### src/rtl/updown_pkg.sv
// updown_pkg: shared direction and mode encodings for the up/down counter family.
package updown_pkg;
    localparam logic INST_UP = 1'b0;
    localparam logic INST_DOWN = 1'b1;
    localparam int MODE_WRAP = 0;
    localparam int MODE_SAT = 1;
endpackage

### src/rtl/updown_counter_param_if.sv
// updown_counter_param_if: control inputs and count/flag outputs of the up/down counter.
interface updown_counter_param_if #(
    parameter int WIDTH = 32,
    parameter int STEP_W = 4
);
    logic en;
    logic inst;
    logic [STEP_W-1:0] step;
    logic load;
    logic [WIDTH-1:0] load_value;
    logic [WIDTH-1:0] value;
    logic at_max;
    logic at_min;
    logic overflow;
    logic underflow;
    modport master (
        output en, inst, step, load, load_value,
        input value, at_max, at_min, overflow, underflow
    );
    modport slave (
        input en, inst, step, load, load_value,
        output value, at_max, at_min, overflow, underflow
    );
endinterface

### src/rtl/updown_next_calc.sv
// updown_next_calc: combinational next count and wrap/clamp flags for one step.
module updown_next_calc
    import updown_pkg::*;
#(
    parameter int WIDTH = 32,
    parameter logic [WIDTH-1:0] MAX_VALUE = '1,
    parameter int SATURATE = MODE_WRAP
) (
    input  logic [WIDTH-1:0] value,
    input  logic             inst,
    input  logic [WIDTH-1:0] s,
    output logic [WIDTH-1:0] next_value,
    output logic             ovf,
    output logic             unf
);
    localparam logic [WIDTH:0] MX = {1'b0, MAX_VALUE};
    localparam logic [WIDTH:0] ONE = (WIDTH+1)'(1);
    localparam bit SAT = SATURATE == MODE_SAT;
    logic up;
    logic [WIDTH:0] sum, wrap_up, wrap_dn, nxt;
    logic unused_msb;
    always_comb begin
        up = inst == INST_UP;
        sum = {1'b0, value} + {1'b0, s};
        ovf = up && sum > MX;
        unf = !up && s > value;
        wrap_up = sum - MX - ONE;
        // (MX - s) is non-negative since s is pre-clamped, so no intermediate wraps
        wrap_dn = {1'b0, value} + (MX - {1'b0, s}) + ONE;
        nxt = up ? (ovf ? (SAT ? MX : wrap_up) : sum)
                 : (unf ? (SAT ? '0 : wrap_dn) : {1'b0, value} - {1'b0, s});
    end
    assign next_value = nxt[WIDTH-1:0];
    assign unused_msb = nxt[WIDTH];
endmodule

### src/rtl/updown_counter_param.sv
// updown_counter_param: bounded up/down counter with step, load, wrap/saturate and flags.
module updown_counter_param
    import updown_pkg::*;
#(
    parameter int WIDTH = 32,
    parameter logic [WIDTH-1:0] MAX_VALUE = '1,
    parameter int STEP_W = 4,
    parameter int SATURATE = MODE_WRAP
) (
    input logic clock,
    input logic reset,
    updown_counter_param_if.slave bus
);
    logic [WIDTH-1:0] value, step_ext, s, load_clamped, next_value;
    logic at_max, at_min, overflow, underflow, ovf, unf;
    always_comb begin
        step_ext = WIDTH'(bus.step);
        s = step_ext > MAX_VALUE ? MAX_VALUE : step_ext;
        load_clamped = bus.load_value > MAX_VALUE ? MAX_VALUE : bus.load_value;
    end
    updown_next_calc #(
        .WIDTH(WIDTH),
        .MAX_VALUE(MAX_VALUE),
        .SATURATE(SATURATE)
    ) calc (
        .value(value),
        .inst(bus.inst),
        .s(s),
        .next_value(next_value),
        .ovf(ovf),
        .unf(unf)
    );
    always_ff @(posedge clock) begin
        if (!reset) begin
            value <= '0;
            at_max <= 1'b0;
            at_min <= 1'b1;
            overflow <= 1'b0;
            underflow <= 1'b0;
        end else if (bus.load) begin
            value <= load_clamped;
            at_max <= load_clamped == MAX_VALUE;
            at_min <= load_clamped == '0;
            overflow <= 1'b0;
            underflow <= 1'b0;
        end else if (bus.en) begin
            value <= next_value;
            at_max <= next_value == MAX_VALUE;
            at_min <= next_value == '0;
            overflow <= ovf;
            underflow <= unf;
        end else begin
            overflow <= 1'b0;
            underflow <= 1'b0;
        end
    end
    assign bus.value = value;
    assign bus.at_max = at_max;
    assign bus.at_min = at_min;
    assign bus.overflow = overflow;
    assign bus.underflow = underflow;
endmodule

### src/flat_wrapper.sv
// flat-port wrapper written by rule: the top's interface ports become plain ports
module updown_counter_param_flat import updown_pkg::*;
#(
    parameter int WIDTH = 32,
    parameter logic [WIDTH-1:0] MAX_VALUE = '1,
    parameter int STEP_W = 4,
    parameter int SATURATE = MODE_WRAP
)
  (clock, reset, bus_en, bus_inst, bus_step, bus_load, bus_load_value, bus_value, bus_at_max, bus_at_min, bus_overflow, bus_underflow);
  updown_counter_param_if #(.WIDTH(WIDTH), .STEP_W(STEP_W)) bus_i ();
  input logic clock;
  input logic reset;
  input wire logic [$bits(bus_i.en)-1:0] bus_en;
  input wire logic [$bits(bus_i.inst)-1:0] bus_inst;
  input wire logic [$bits(bus_i.step)-1:0] bus_step;
  input wire logic [$bits(bus_i.load)-1:0] bus_load;
  input wire logic [$bits(bus_i.load_value)-1:0] bus_load_value;
  output wire logic [$bits(bus_i.value)-1:0] bus_value;
  output wire logic [$bits(bus_i.at_max)-1:0] bus_at_max;
  output wire logic [$bits(bus_i.at_min)-1:0] bus_at_min;
  output wire logic [$bits(bus_i.overflow)-1:0] bus_overflow;
  output wire logic [$bits(bus_i.underflow)-1:0] bus_underflow;
  assign bus_i.en = bus_en;
  assign bus_i.inst = bus_inst;
  assign bus_i.step = bus_step;
  assign bus_i.load = bus_load;
  assign bus_i.load_value = bus_load_value;
  assign bus_value = bus_i.value;
  assign bus_at_max = bus_i.at_max;
  assign bus_at_min = bus_i.at_min;
  assign bus_overflow = bus_i.overflow;
  assign bus_underflow = bus_i.underflow;
  updown_counter_param #(.WIDTH(WIDTH), .MAX_VALUE(MAX_VALUE), .STEP_W(STEP_W), .SATURATE(SATURATE)) u_core (.clock(clock), .reset(reset), .bus(bus_i));
endmodule
### config.mk
export PLATFORM = sky130hd
export DESIGN_NAME = updown_counter_param_flat
export DESIGN_NICKNAME = d
export VERILOG_FILES = /design/src/rtl/updown_pkg.sv /design/src/rtl/updown_counter_param_if.sv /design/src/rtl/updown_next_calc.sv /design/src/rtl/updown_counter_param.sv /design/src/flat_wrapper.sv
export SDC_FILE = /design/constraint.sdc
export NUM_CORES = 1
export LEC_CHECK = 0
export ABC_CLOCK_PERIOD_IN_PS = 6400
export CORE_MARGIN = 2
export CORE_UTILIZATION = 56
export DETAILED_ROUTE_END_ITERATION = 12
export GPL_TIMING_DRIVEN = 0
export PLACE_DENSITY = 0.87
export SLEW_MARGIN = 30
export SYNTH_ARGS = -nofsm -noshare
export SYNTH_HDL_FRONTEND = slang
export SYNTH_SLANG_ARGS = --single-unit
export TNS_END_PERCENT = 100
### constraint.sdc
create_clock -name clock -period 6.4 [get_ports clock]
set_clock_uncertainty 0.05 [all_clocks]
set_input_delay 1.92 -clock clock [delete_from_list [all_inputs] [get_ports clock]]
set_output_delay 1.92 -clock clock [all_outputs]
set_load 0.02 [all_outputs]
* After elaboration in Yosys (flattened, before gate mapping)
Cells that the tools add are included.
Widths: inputs -> output; s select.
** Word-level totals
- Bits in registers :: 36
- Latch bits :: 0
- RAM bits :: 0
- ROM bits :: 0
- Input bits :: 41
- Output and inout port bits :: 36
- Word-level logic and storage cells :: 36
- Memories kept :: 0
** Cells by class
- $add $sub $neg :: 7
- Multiply operators :: 0
- Div/mod/pow operators :: 0
- Order comparisons :: 3
- Equality and inequality tests :: 2
- Shift operators :: 0
- Muxes and demuxes :: 10
- Bitwise logic cells :: 3
- Reduce and logical (&&, ||, !) cells :: 6
** Operators with widths (count)
- $mux 32 :: 6
- $eq 32x32->1 const B :: 2
- $logic_not 32->1 :: 2
- $add 32x4->33 :: 1
- $gt 33x32->1 const B :: 1
- $add 32x1->32 const B :: 1
- $add 32x32->32 :: 1
- $gt 32x32->1 const B :: 1
- $gt 4x32->1 :: 1
- $sub 32x1->32 const B :: 1
- $sub 32x32->32 const B :: 1
- $sub 32x4->32 :: 1
- $sub 32x4->32 const A :: 1
- $mux 1 :: 4
- $not 1->1 :: 3
- $reduce_or 3->1 :: 1
- $logic_and 1x1->1 :: 2
- $reduce_bool 2->1 :: 1

* Longest topological paths before layout
Gate-level depths: netlist of the first run.
- Depth after elaboration :: 8
- Gate-level depth with buffers :: 13
- Mapped depth without buffers :: 13

* Hierarchy
Synthesis of the first run repeated with hierarchy kept, for this count alone.
** Second synthesis, totals
- Cells, all modules :: 753
- Area, all modules :: 5408.9 µm²
** By module, submodules not included
- updown_next_calc :: instances 1, cells an instance 516, area an instance 3462.1 µm², sequential area each 0.0 µm²
- updown_counter_param :: instances 1, cells an instance 237, area an instance 1946.9 µm², sequential area each 720.7 µm²

* Worst setup path before layout of the first run
OpenSTA, ideal clock, no wires.
- Path kind :: input -> register
- From :: input bus_step[3]
- To :: register u_core.at_min, in the netlist u_core.bus.at_min
- Setup time :: 0.059 ns
- Arrival time :: 4.603 ns
- Data required time :: 6.291 ns
- Slack :: 1.687 ns
- Cell stages on the path :: 12
- Buffers on the path :: 1
- Cells stage by stage :: inv_1 ha_1 or4b_1 buf_2 nor4_4 nand4b_1 mux2i_1 xor2_1 or4b_2 nor3_1 and4_1 a41o_1
** On the way
- Longest elaborated chain between the ends :: 8
- Elaborated cells between the ends (all ways) :: 17
- Classes of those cells :: 7 x add/sub; 2 x order compare; 5 x mux; 3 x reduce/logical
** RTL lines
- from (decl) :: line flat_wrapper.sv:15 : input wire logic [$bits(bus_i.step)-1:0] bus_step;
- $add 32x4->33 / $sub 32x4->32 (equally long branches) :: line updown_next_calc.sv:24, updown_next_calc.sv:29
- $sub 32x32->32 (tied with other cells) :: line updown_next_calc.sv:27 : wrap_up = sum - MX - ONE;
- $sub 32x1->32 (tied with other cells) :: line updown_next_calc.sv:27
- $mux 32, on equally long branches :: line updown_next_calc.sv:30, updown_next_calc.sv:31
- $mux 32 (*) :: line updown_next_calc.sv:30 : nxt = up ? (ovf ? (SAT ? MX : wrap_up) : sum)
- $logic_not 32->1 (*) :: line updown_counter_param.sv:49 : at_min <= next_value == '0;
- $mux 1 (*) :: line updown_counter_param.sv:46 : end else if (bus.en) begin
- $mux 1 (*) :: line updown_counter_param.sv:40 : end else if (bus.load) begin
- to (signal assigned) :: line updown_counter_param.sv:37 : at_min <= 1'b1;
- to (signal assigned) :: line updown_counter_param.sv:43 : at_min <= load_clamped == '0;
- to (signal assigned) :: line updown_counter_param.sv:49
- to (decl) :: line updown_counter_param.sv:15 : logic at_max, at_min, overflow, underflow, ovf, unf;
Every way passes the cells marked *; elsewhere a longest branch is shown, timed or not. The select of a mux whose other input is x is not followed.
A chain may end at the register's enable or synchronous reset.

* Final worst setup path of the first run
- From :: input bus_step[3]
- To :: register u_core.at_max, in the netlist u_core.bus.at_max
** On the way
- Longest elaborated chain between the ends :: 8
- Elaborated cells between the ends (all ways) :: 17
- Classes of those cells :: 7 x add/sub; 2 x order compare; 1 x eq/ne; 5 x mux; 2 x reduce/logical
** RTL lines
- $add 32x4->33 / $sub 32x4->32 (equally long branches) :: line updown_next_calc.sv:24, updown_next_calc.sv:29
- $sub 32x32->32 (tied with other cells) :: line updown_next_calc.sv:27
- $sub 32x1->32 (tied with other cells) :: line updown_next_calc.sv:27
- $mux 32, on equally long branches :: line updown_next_calc.sv:30, updown_next_calc.sv:31
- $mux 32 (*) :: line updown_next_calc.sv:30
- $eq 32x32->1 (*) :: line updown_counter_param.sv:48 : at_max <= next_value == MAX_VALUE;
- $mux 1 (*) :: line updown_counter_param.sv:46
- $mux 1 (*) :: line updown_counter_param.sv:40
- to (signal assigned) :: line updown_counter_param.sv:36 : at_max <= 1'b0;
- to (signal assigned) :: line updown_counter_param.sv:42 : at_max <= load_clamped == MAX_VALUE;
- to (signal assigned) :: line updown_counter_param.sv:48
- to (decl) :: line updown_counter_param.sv:15
Marks and branches as above.

==> results.tsv, run 1 <==
metric	value	unit
status	complete, no violations	
RSZ-0062 raised after global routing	false	
hold path start	u_core.bus.at_max	
Starting Density	0.585	
CTS Buf Count	5	
Rel. slew slack	0.434	
diodes inserted	0	
dominant synthesized flop cell	dfxtp_1	
final net count	601	
antenna violations before repair	0	
die height	82.9	microns
Async S/R FF share, synth	0	
clk sinks	36	
sequential-to-total area share from yosys stat	0.207	
vias in the first global route	3835	
I/O Buffers	74	
clock slew at reported path FFs	0.08	ns
Layout area overhead	26.7	%
number of fill cells	503	
Clock Tree Root	clkbuf_8	
final RePlAce weighted congestion	1.07	
CP Launch Type	primary input	
Post-Syn Area per Cell	7.43	sq um
GRT Overall Usage	0.365	
Pwr Density	171	mW/mm^2
cell taking the most area after synthesis	dfxtp_1	
worst skew pair latency	0.30	ns
first-pass GRT wire length	20100	microns
fmax	0.179	GHz
final setup vio count	0	
H-tree Lvls	2	
Fin Setup TNS	0	ns
top post-synthesis cells by count	61 x nand2_1, 36 x dfxtp_1, 31 x clkbuf_1	
vias	4153	
DRC Markers	0	
Yosys warning count	0	
count leader, synth	nand2_1	
maximum fanout along the worst path	10	
Synth Instances	469	
Post-CTS Setup Inserts	0	
Final period util	0.875	
Final Power	756	uW
largest net degree at the start of global routing	11	
reg2reg setup slack	2.49	ns
Register-to-Register Path Depth	11	
post-cts resize count	0	
Worst-Margin Slew	0.846	ns
r2r startpoint	u_core.bus.value[3]	
Post-DRT Antenna Nets	0	
Placeable Area	0.00596	sq mm
DR WL/cell	20.4	microns
Via density	6.64	
Cell Area, Synth	0.00348	sq mm
Rows	28	
CTS tree	done	
hold depth	2	
Detailed Place HPWL	9860	microns
hold violation count in the final report	0	
Routed Wire Length	12800	microns
required time worst endpoint	6.58	ns
hold_buf cts	0	
syn_nets	520	
top cells by area, synth	dfxtp_1 21%, nand2_1 6.6%, xnor2_1 6.5%	
Tightest Hold Check Type	register to register	
crit end category	register	
r2r endpoint	u_core.bus.at_max	
end-of-flow core utilization	0.741	
Leakage	0.00169	uW
Post-synth EDFFs	0	
layout cell share with drive strength beyond 1	0.0491	
CP Data Arrival Time	5.78	ns
critical path class	primary input to register	
Max-Cap Viols	0	
maximum vdd ir drop	0.148	mV
Pre-antenna DRT Iters	6	
Initial DRC Count	452	
aggregate global routing overflow	0	
clock buffer depth	2	
WHS	0.438	ns
I/O pin cnt	77	
die width	82.9	microns
Period minus WS final	5.60	ns
Yosys top cell area share	0.207	
die area	0.00687	sq mm
Worst Hold End	u_core.bus.at_max	
Cell variety after synth	63	
fin. max-slew vios	0	
Synth Register Bits	36	
==> where the power goes <==
part / total (uW) / switching, uW / internal, uW
clock network: 186 / 89.9 / 96.1
logic: 312 / 182 / 130
registers: 258 / 18.5 / 239
total: 756 / 290 / 466
==> how the worst max path moves through the flow <==
stage                startpoint           endpoint  slack (ns)  cells past startpoint
floorplan           bus_step[3]  u_core.bus.at_min        1.69                     12
global placement    bus_step[3]  u_core.bus.at_max        0.68                     13
detailed placement  bus_step[3]  u_core.bus.at_max        0.58                     13
CTS                 bus_step[3]  u_core.bus.at_max        0.89                     13
global route        bus_step[3]  u_core.bus.at_max        0.66                     13
finish              bus_step[3]  u_core.bus.at_max        0.80                     13
==> placed cells by master (no fill, tap or decap), drive strengths merged, types with 13 or more instances in the layout <==
cell	count
xor2	22
a21oi	13
inv	13
o21ai	24
nor4	15
nand3	13
nor3	18
nand4	14
and2	18
xnor2	26
dfxtp	36
clkdlybuf4s50	74
nand2	61
nor2	27
clkbuf	38
==> worst max-delay path: stages <==
cell and delay [ns]:
clkdlybuf4s50_1 0.48, inv_1 0.05, ha_1 0.25, clkbuf_1 0.20
inv_1 0.12, a2bb2oi_1 0.70, nand4_1 0.40, o32ai_4 0.26
xnor2_1 0.14, o41ai_1 0.44, nand3_1 0.13, or4_1 0.54
o21ai_1 0.15
==> sequential cells by signal (all words and copies together) (netlist names) <==
register              count
u_core.bus.at_min         1
u_core.bus.at_max         1
u_core.bus.underflow      1
u_core.bus.value         32
u_core.bus.overflow       1
==> final cells by class <==
type	instances	area [sq um]	area share
Multi-Input combinational cell	383	2570	0.581
Buffer	37	148	0.0334
Clock buffer	7	96.3	0.0218
Sequential cell	36	721	0.163
Inverter	13	48.8	0.0111
Tap cell	75	93.8	0.0213
Timing Repair Buffer	74	741	0.168
==> layer usage <==
metal,vias to the layer above,share of wire,GRT usage
met4,0,0.051,0.152
li1,1849,-,-
met1,1869,0.39,0.500
met3,62,0.14,0.0875
met5,-,0,0
met2,373,0.42,0.550
==> kinds of logic (layout without fill, tap and decap cells) <==
group | Yosys count | in the layout | synth area share
AOI/OAI and AO/OA | 92 | 92 | 0.192
xor gates and xnor gates | 48 | 48 | 0.121
adders and majority gates | 10 | 10 | 0.0402
buffers and inverters | 50 | 131 | 0.0564
DFF | 36 | 36 | 0.207
muxes | 11 | 11 | 0.0323
and+or+nand+nor | 222 | 222 | 0.351
==> per-stage QoR <==
stage	setup slack (ns)	area, sq um	std cells
2_1_floorplan	1.69	3480	469
3_3_place_gp	0.680	4320	618
3_5_place_dp	0.581	4320	618
4_1_cts	0.890	4420	625
5_1_grt	0.663	4420	625
6_report	0.799	4420	625
No activity file was read; power rests on OpenSTA's default activity.
==> run 2, diff against run 1 <==
- CORE_MARGIN: 2 -> 5
- CORE_UTILIZATION: 56 -> 61
- PLACE_DENSITY: 0.87 -> 0.88
- SKIP_LAST_GASP: unset -> 1
- SYNTH_HIERARCHICAL: unset -> 1
==> results.tsv, run 2 <==
metric	value	unit	change
status	complete, no violations		
mux cell area share after synthesis	0.0652		+0.0329
Worst-Margin Slew	0.845	ns	-0.000279 ns
Cell Area, Synth	0.00541	sq mm	+55%
clk sinks	36		unchanged
antenna violations before repair	0		unchanged
Synth Instances	753		+61%
commonest non-fill, non-tap cell in the layout	clkdlybuf4s50_1		
Rows	34		+21%
final setup vio count	0		unchanged
clock slew at reported path FFs	0.08	ns	about the same
Synth Area in Adders	0.155		+0.115
Rel. slew slack	0.436		+0.00237
CTS tree	done		
vias	6295		+52%
crit-path cells	clkdlybuf4s50_1 -> ha_1 -> fa_1 -> nor2b_1 -> o2111ai_1 -> a31oi_1 -> o22ai_1 -> o21ai_1 -> a21oi_1 -> or3b_1 -> o221ai_1 -> xnor2_1 -> nor4_1 -> nand4_1 -> or3_1 -> nand4_1		
fmax	0.166	GHz	-7.2%
Period minus WS final	6.03	ns	+0.432 ns
Via density	6.31		-5.1%
Routed Wire Length	19200	microns	+50%
CTS Buf Count	5		unchanged
hold_buf cts	0		unchanged
end-of-flow core utilization	0.759		+0.0174
post-synthesis simple-gate area fraction	0.246		-0.106
Detailed Place HPWL	15300	microns	+55%
post-cts resize count	0		unchanged
Post-DRT Antenna Nets	0		unchanged
RSZ-0062 raised after global routing	false		
CP Launch Type	primary input		
hold violation count in the final report	0		unchanged
Post-Syn Area per Cell	7.18	sq um	-3.3%
XOR/XNOR Fraction of Synth Area	0.0486		-0.0721
placed inst area	0.00649	sq mm	+50%
I/O pin cnt	77		unchanged
die height	104	microns	+26%
Tightest Hold Check Type	register to register		
CP delay by family, top	simple AND/OR/NAND/NOR gates		
Pre-antenna DRT Iters	7		+1
number of fill cells	740		+47%
worst skew pair latency	0.30	ns	about the same
dominant synthesized flop cell	dfxtp_1		
H-tree Lvls	2		unchanged
Placeable Area	0.00868	sq mm	+46%
Compound-Gate Fraction of Synth Area	0.269		+0.0768
Max-Cap Viols	0		unchanged
die width	104	microns	+26%
sequential-to-total area share from yosys stat	0.133		-0.0736
CP most frequent cell	nand4_1		
cell taking the most area after synthesis	ha_1		
crit end category	register		
Initial DRC Count	741		+64%
fin. max-slew vios	0		unchanged
final RePlAce weighted congestion	1.06		-0.84%
Yosys top cell area share	0.148		-0.0588
Leakage	0.00279	uW	+66%
vias in the first global route	6078		+58%
Buf/Inv on CP	1		-3
largest family of logic cells by synthesized area	compound AO/OA/AOI/OAI gates		
Largest register FFs	32		unchanged
max incr delay on CP	0.46	ns	-0.24 ns
final net count	996		+66%
DRC Markers	0		unchanged
required time worst endpoint	6.59	ns	about the same
Final Instance Area	0.00659	sq mm	+49%
layout cell share with drive strength beyond 1	0.0494		+0.000347
top cells by area, synth	ha_1 15%, dfxtp_1 13%, mux2i_1 6.1%		
CP Data Arrival Time	6.22	ns	+0.44 ns
top post-synthesis cells by count	65 x a21oi_1, 65 x o21ai_0, 64 x ha_1		
GRT Overall Usage	0.339		-0.0269
Top reg by flops	u_core/bus.value		
clock buffer depth	2		unchanged
largest net degree at the start of global routing	12		+1
maximum fanout along the worst path	4		-6
I/O Buffers	74		unchanged
maximum vdd ir drop	0.101	mV	-32%
first-pass GRT wire length	30800	microns	+54%
CP max-delay cell	or3b_1		
die area	0.0109	sq mm	+58%
Pwr Density	165	mW/mm^2	-3.8%
most frequent cells in the layout	74 x clkdlybuf4s50_1, 65 x o21ai_0, 65 x a21oi_1, 64 x ha_1, 60 x inv_1		
Layout area overhead	21.7	%	
Clock Tree Root	clkbuf_8		
DR WL/cell	19.2	microns	-5.9%
aggregate global routing overflow	0		unchanged
critical path class	primary input to register		
Post-CTS Setup Inserts	0		unchanged
Synth Register Bits	36		unchanged
Starting Density	0.623		+0.0382
Yosys warning count	6		+6
Final period util	0.943		+0.0676
Async S/R FF share, synth	0		unchanged
diodes inserted	0		unchanged
Cell variety after synth	72		+14%
Fin Setup TNS	0	ns	unchanged
Post-synth EDFFs	0		unchanged
[run 2: path summary, 6_finish.rpt]
path                            depth (start not counted)                end                 from  slack [ns]
worst max-delay path                                   16  u_core/bus.at_min          bus_step[0]        0.37
worst min-delay path                                    2  u_core/bus.at_max    u_core/bus.at_max        0.48
worst max register to register                         16  u_core/bus.at_min  u_core/bus.value[0]        1.98
worst min register to register                          2  u_core/bus.at_max    u_core/bus.at_max        0.48
[run 2: cell families after synthesis]
logic type,Yosys count
xor gates and xnor gates,30
muxes,35
and+or+nand+nor,252
DFF,36
buffers and inverters,105
AOI/OAI and AO/OA,228
other,1
adders and majority gates,66
[run 2: where the power goes]
| part | internal [uW] | switching [uW] |
|---|---|---|
| Sequential | 243 | 26.7 |
| Clock | 87.7 | 89.7 |
| Combinational | 249 | 388 |
| Total | 579 | 504 |
[run 2: per-stage QoR]
stage                     std cells  setup slack (ns)  hold WS (ns)  total power [uW]
final                           998             0.367         0.475              1080
after global placement          990             0.269         0.429               861
after detailed placement        990             0.241         0.447               877
after CTS                       998             0.488         0.466              1050
after floorplan                 808              1.53         0.487               688
after global routing            998             0.222         0.482              1140
[run 2: area by class of cell]
| class | count | area, sq um | share of cell area |
|---|---|---|---|
| Multi-Input combinational cell | 667 | 4450 | 0.676 |
| Timing Repair Buffer | 74 | 741 | 0.112 |
| Sequential cell | 36 | 721 | 0.109 |
| Inverter | 61 | 229 | 0.0348 |
| Buffer | 44 | 214 | 0.0325 |
| Tap cell | 108 | 135 | 0.0205 |
| Clock buffer | 7 | 86.3 | 0.0131 |
| Clock inverter | 1 | 7.51 | 0.00114 |
[run 2: layer usage]
metal  track usage  share of wire  vias to the layer above
met3        0.0633           0.10                       97
li1              -              -                     2912
met1         0.443           0.40                     2874
met2         0.552           0.45                      412
met4         0.126          0.048                        0
met5             0              0                        -
[run 2: worst register-to-register path, delay by kind of cell (launching register included)]
kind | cells | cell delay [ns]
flip-flops | 1 | 0.38
XOR/XNOR | 1 | 0.21
AND/OR/NAND/NOR | 6 | 1.53
buffers and inverters | 1 | 0.06
adder cells (fa/ha/maj) | 2 | 0.61
AO/OA/AOI/OAI | 6 | 1.51
==> run 3, diff against run 2 <==
==> constraint.sdc (replaced) <==
create_clock -name clock -period 6.4 [get_ports clock]
set_clock_uncertainty 0.05 [all_clocks]
set_input_delay 0.64 -clock clock [delete_from_list [all_inputs] [get_ports clock]]
set_output_delay 0.64 -clock clock [all_outputs]
set_load 0.02 [all_outputs]
==> results of run 3 <==
The final DEF is identical to that of run 2. Status: complete, no violations.
Among the figures that moved: setup slack after placement 0.241 ns -> 1.52 ns; setup slack after layout 0.367 ns -> 1.65 ns
